===== config.mk =====
export PLATFORM = sky130hd
export DESIGN_NAME = input_event_unit
export DESIGN_NICKNAME = d
export VERILOG_FILES = /design/src/rtl/input_event_unit.sv
export SDC_FILE = /design/constraint.sdc
export NUM_CORES = 1
export LEC_CHECK = 0
export CAP_MARGIN = 20
export CORE_MARGIN = 10
export CORE_UTILIZATION = 45
export CTS_BUF_LIST = sky130_fd_sc_hd__clkbuf_8 sky130_fd_sc_hd__clkbuf_16
export DETAILED_ROUTE_END_ITERATION = 12
export GPL_ROUTABILITY_DRIVEN = 0
export SETUP_SLACK_MARGIN = 0.5
export SLEW_MARGIN = 40
export SYNTH_ARGS = -nofsm -noshare
export SYNTH_HDL_FRONTEND = slang
export SYNTH_HIERARCHICAL = 1
export SYNTH_SLANG_ARGS = --single-unit

===== constraint.sdc =====
create_clock -name Clock -period 3.5 [get_ports Clock]
set_clock_uncertainty 0.15 [all_clocks]
set_input_delay 0.525 -clock Clock [delete_from_list [all_inputs] [get_ports Clock]]
set_output_delay 0.525 -clock Clock [all_outputs]
set_load 0.02 [all_outputs]

===== src/rtl/input_event_unit.sv =====
// Debounced button/rotary event unit: a pending mask of press events with fixed-priority presentation, ack and overrun.
// Rotary decode is compiled in only when INPUT_EVENT_ROTARY_EN is defined.

module input_event_debounce #(
    parameter logic [15:0] LIMIT = 16'd4
) (
    input  logic clk,
    input  logic rst_n,
    input  logic raw,
    output logic level
);

    logic        sync_a;
    logic        sync_b;
    logic [15:0] count;

    always_ff @(posedge clk or negedge rst_n) begin
        if (!rst_n) begin
            sync_a <= 1'b0;
            sync_b <= 1'b0;
            count  <= '0;
            level  <= 1'b0;
        end else begin
            sync_a <= raw;
            sync_b <= sync_a;
            if (sync_b == level) begin
                count <= '0;
            end else if (count == LIMIT - 16'd1) begin
                level <= ~level;
                count <= '0;
            end else begin
                count <= count + 16'd1;
            end
        end
    end

endmodule

module input_event_unit #(
    parameter logic [15:0] DEBOUNCE_CYCLES     = 16'd50000,
    parameter logic [15:0] ROT_DEBOUNCE_CYCLES = 16'd500
) (
    input  logic       Clock,
    input  logic       Reset,
    input  logic       BTN_UP,
    input  logic       BTN_DOWN,
    input  logic       BTN_LEFT,
    input  logic       BTN_RIGHT,
    input  logic       BTN_CNTR,
    input  logic       ROT_A,
    input  logic       ROT_B,
    input  logic       iAck,
    output logic [4:0] oBTN,
    output logic [2:0] oEvent,
    output logic       oValid,
    output logic       oOverrun
);

    logic [4:0] btn_raw;
    logic [4:0] btn_level;
    logic [4:0] btn_prev;
    logic [6:0] set_mask;
    logic [6:0] ack_mask;
    logic [6:0] lowest;
    logic [6:0] pending;
    logic       overrun;
    logic [2:0] code;

    assign btn_raw = {BTN_CNTR, BTN_RIGHT, BTN_LEFT, BTN_DOWN, BTN_UP};

    for (genvar i = 0; i < 5; i++) begin : g_btn
        input_event_debounce #(
            .LIMIT(DEBOUNCE_CYCLES)
        ) u_db (
            .clk  (Clock),
            .rst_n(Reset),
            .raw  (btn_raw[i]),
            .level(btn_level[i])
        );
    end

    always_ff @(posedge Clock or negedge Reset) begin
        if (!Reset) btn_prev <= '0;
        else        btn_prev <= btn_level;
    end

`ifdef INPUT_EVENT_ROTARY_EN
    logic rot_a_level;
    logic rot_b_level;
    logic rot_a_prev;
    logic rot_rise;

    input_event_debounce #(
        .LIMIT(ROT_DEBOUNCE_CYCLES)
    ) u_rot_a (
        .clk  (Clock),
        .rst_n(Reset),
        .raw  (ROT_A),
        .level(rot_a_level)
    );

    input_event_debounce #(
        .LIMIT(ROT_DEBOUNCE_CYCLES)
    ) u_rot_b (
        .clk  (Clock),
        .rst_n(Reset),
        .raw  (ROT_B),
        .level(rot_b_level)
    );

    always_ff @(posedge Clock or negedge Reset) begin
        if (!Reset) rot_a_prev <= 1'b0;
        else        rot_a_prev <= rot_a_level;
    end

    assign rot_rise = rot_a_level & ~rot_a_prev;
`else
    logic unused_rot;
    assign unused_rot = ROT_A ^ ROT_B;
`endif

    always_comb begin
        set_mask      = '0;
        set_mask[4:0] = btn_level & ~btn_prev;
`ifdef INPUT_EVENT_ROTARY_EN
        set_mask[5]   = rot_rise & ~rot_b_level;
        set_mask[6]   = rot_rise & rot_b_level;
`endif
    end

    // Isolate the lowest set bit: that is the event currently presented.
    assign lowest   = pending & (~pending + 7'd1);
    assign ack_mask = (iAck && oValid) ? lowest : '0;

    always_comb begin
        code = '0;
        for (int unsigned i = 7; i > 0; i--) begin
            if (pending[i-1]) code = 3'(i);
        end
    end

    // A set on a bit being acked in the same cycle wins and is not an overrun.
    always_ff @(posedge Clock or negedge Reset) begin
        if (!Reset) begin
            pending <= '0;
            overrun <= 1'b0;
        end else begin
            pending <= (pending & ~ack_mask) | set_mask;
            if (|(set_mask & pending & ~ack_mask)) overrun <= 1'b1;
        end
    end

    assign oBTN     = btn_level;
    assign oEvent   = code;
    assign oValid   = |pending;
    assign oOverrun = overrun;

endmodule


# Yosys cells after proc, flatten, opt, wreduce, memory -nomap -nowiden
# Cells that the tools add are included.
# W data, S select, Z words.
# word_totals
regBits	108
inputBits	10
out_inout_bits	10
word_cells	84
# op_classes
n_addsub	6
n_eq_ne	10
n_mux	18
bitwise_logic	19
n_reduce_logical	8
# ops
op	n
$mux W16	10
$add A16 B1 Y16 const B	5
$eq A16 B16 Y1 const B	5
$and A7 B7 Y7	3
$mux W3	7
$not A7 Y7	2
$reduce_or A7 Y1	2
$not A1 Y1	10
$reduce_and A2 Y1	5
$add A7 B1 Y7 const B	1
$and A5 B7 Y7	1
$mux W7	1
$or A7 B5 Y7	1
$and A5 B5 Y5	1
$eq A1 B1 Y1	5
$not A5 Y5	1
$logic_and A1 B1 Y1	1

# Depth between registers and ports, before layout
# depth
depth_word	7
mapped_depth	6
ltp_nobuf	5

# By module
# The synthesis kept the hierarchy.
# by_module_without_submodules
module	n_inst	cells_each	area_per_inst_um2	seq_area_each_um2
input_event_debounce	5	84	895.9	475.5
input_event_unit	1	53	546.8	325.3

# Worst setup path before layout
# No wires, ideal clock.
# synth_timing
kind	flip-flop to flip-flop
from	reg g_btn[0].u_db.count[10]
to	reg g_btn[0].u_db.level
setup_ns	0.125
t_arrival_ns	1.770
required_time_ns	3.225
path_slack_ns	1.455
stages_incl_launch_ff	4
path_buffers	0
synth_period_minus_slack_ns	2.045
cell_sequence	dfrtp_1 or4b_1 or4_4 mux2_4
# synth_via
elab_chain_cells	2
# synth_rtl
item	line	text
start, declared	15	logic [15:0] count;
start signal, assigned	32	count <= count + 16'd1;
$eq A16 B16 Y1	28	end else if (count == LIMIT - 16'd1) begin
$reduce_and A2 Y1 (no line)	n/a	
end signal, assigned	29	level <= ~level;
end, declared	10	output logic level
# No other way between the ends.
# A chain may end at the register's enable or synchronous reset.

# Worst setup path after layout
# layout_timing
from	reg pending[5]
to	out oEvent[0]
# layout_via
elab_chain_cells	6
# layout_rtl
item	line	text
start, declared	65	logic [6:0] pending;
start signal, assigned	148	pending <= (pending & ~ack_mask) | set_mask;
$mux W3 (6 in series)	138	if (pending[i-1]) code = 3'(i);
end, declared	54	output logic [2:0] oEvent,
# No other way between the ends.

==> results.yml <==
route:
  vias_per_cell: 5.12
  drc: 0
  drt-total-wl_mm: 8.64
  first_pass_iters: 4
  drtIter0Drc: 212
  ant_nets: 0
  num_vias: 3292
  wl_per_cell_um: 13.4
cts:
  cts-hold-fix-buffers: 0
  path_clk_slew_ns: 0.10
  htree_levels: 3
  cts_buffers: 9
  cts_buffer_depth: 2
  postCtsSetupBuffers: 0
  clock_sinks: 108
  cts_tree: "built"
  root_buffer: "clkbuf_8"
  insertion_delay_ns: 0.37
  cts.repair.resized: 0
placement:
  placed_cell_area_um2: 5330
  numPortBuffers: 17
  dpl.cell_count: 627
  dpl.hpwl_mm: 5.90
grt:
  grt_usage_pct: 11.6
  grt_overflow: 0
  antenna_found_initial: 0
  grt_first_pass_wirelength_mm: 15.7
  grt_pass1_vias: 3358
  grt_max_degree: 86
sta:
  report.final.slew_viol_count: 0
  fin_crit_sh_pct: 76.4
  rsz0062_at_grt: "false"
  fmax_ghz: 0.374
  finalSetupViolCount: 0
  finalSetupTns_ns: 0
  period_needed_ns: 2.67
  tightest_slew_ns: 0.663
  maxSlewHeadroom_pct: 55.8
  hold_viol: 0
final_layout:
  finalInstanceArea_um2: 5530
  drive_gt1_share_pct: 8.55
  final_common_cell: "dfrtp_1"
  nNetsFinal: 513
  final_cells: 643
  syn_to_final_growth_pct: 10.1
  layout_common_cells: "dfrtp_1, nor2_1, xnor2_1"
  antenna_cells: 0
setup_path:
  criticalPathCategory: "reg -> out"
  timing.critical_path.buf_inv: 1
  crit_chain: "nand2b_1, a21oi_1, nor2_1, o21ai_0, clkdlybuf4s50_1"
  end_kind: "output port"
  cp-start-kind: "register"
  max_stage_delay_ns: 0.66
  cp_slowest_cell: "clkdlybuf4s50_1"
  critPathRequiredTime_ns: 2.82
  cp_top_family: "buffers and inverters"
  critPathArrivalTime_ns: 2.00
  worstPathMaxFanout: 5
worst_hold_path:
  min_path_type: "in -> async"
synthesis:
  netlist_instances: 473
  syn_avg_cell_area_um2: 10.6
  synth.largest_area_cell: "dfrtp_1"
  syn_area_um2: 5030
  synth_top_area_share_pct: 53.8
  netlist_top_cells_area: "dfrtp_1, xnor2_1, nor2_1, xor2_1, nand4_1"
  ys_seq_area_share_pct: 53.8
  synthFlopType: "dfrtp_1"
  syn_nets: 488
  yosysWarnings: 6
  synth-edff-count: 0
  synth_cell_types: 32
  ys_seq_elements: 108
  synth-async-reset-ratio_pct: 100
run:
  cap_violations: 0
power:
  p_per_area_nw_per_um2: 384
  ir_drop_v: 0.000284
  p_leak_nw: 2.21
floorplanning:
  coreArea_um2: 10900
  io_pins: 20
  fp.dieH_um: 126
  row_count: 38
  die_x_um: 126
  die_area_um2: 15800
  floorplan.initialDensity_pct: 46.2
run_status:
  status: "finished, final reports clean"
layout make-up:
cell class                 instances  area [µm²]
tap                              140         175
fill                             998        5360
sequential                       108        2700
timing repair buffer              19         189
multi-input combinational        343        2200
clock buffer                       9         124
inverter                          17        63.8
clock inverter                     7        75.1
Yosys cell counts (2+ instances only):
cell	number
dfrtp_1	108
nor2_1	88
xnor2_1	50
nand3_1	26
nand4_1	25
xor2_1	25
nand2_1	24
nor3_1	21
inv_1	17
nor4_1	17
o21ai_0	7
and3_2	5
and4_1	5
buf_6	5
ha_1	5
mux2_4	5
nand2_4	5
nand4bb_1	5
or3b_2	5
or4_4	5
or4b_1	5
a21oi_1	2
and3b_1	2
nand2b_1	2
o21a_1	2
metrics by stage:
| step | hold WS, ns | setup WS [ns] | util (%) | power (W) |
|---|---|---|---|---|
| global route | 0.0721 | 0.672 | 50.8 | 0.00223 |
| CTS | 0.0686 | 0.804 | 50.8 | 0.00217 |
| global placement | 0.185 | 1.23 | 48.9 | 0.00139 |
| floorplan | 0.0794 | 1.46 | - | 0.00135 |
| finish | 0.0293 | 0.826 | 50.8 | 0.00212 |
| detailed placement | 0.185 | 1.25 | 49.0 | 0.00139 |
flip-flops by register name, indices dropped and copies added, names as in the netlist:
signal	count
btn_prev	5
g_btn.u_db/count	80
g_btn.u_db/level	5
g_btn.u_db/sync_a	5
g_btn.u_db/sync_b	5
oOverrun	1
pending	7
where the power goes:
group	switching, W	leakage [nW]	internal [W]
logic	0.0000527	0.640	0.0000275
registers	0.0000200	1.47	0.00127
clock network	0.000421	0.103	0.000336
metal layers:
layer / up-vias / wire length [µm] / GRT usage (%)
met5: - / 0 / 0
met4: 0 / 106 / 3.66
met3: 9 / 340 / 4.07
met2: 33 / 4060 / 18.7
met1: 1562 / 4130 / 14.4
li1: 1688 / - / -
cells by family (layout without fill, tap and decap cells):
| logic type | Yosys count | after routing | share of synthesized area (%) |
|---|---|---|---|
| xor gates and xnor gates | 75 | 75 | 13.1 |
| adders and majority gates | 5 | 5 | 1.24 |
| DFF | 108 | 108 | 53.8 |
| muxes | 5 | 5 | 1.49 |
| buffers and inverters | 22 | 52 | 2.39 |
| and+or+nand+nor | 243 | 243 | 26.2 |
| AOI/OAI and AO/OA | 15 | 15 | 1.87 |
final timing paths:
path	start	to	slack [ns]	cells past startpoint
min	Reset	g_btn[3].u_db/count[4]	0.03	1
min reg2reg	g_btn[0].u_db/sync_a	g_btn[0].u_db/sync_b	0.21	0
max in group asynchronous	Reset	g_btn[4].u_db/count[11]	2.51	2
min in group Clock	g_btn[0].u_db/sync_a	g_btn[0].u_db/sync_b	0.21	0
max	pending[5]	oEvent[0]	0.83	5
max reg2reg	g_btn[4].u_db/count[10]	g_btn[4].u_db/level	1.37	3
Power figures use the tool's default switching activity.
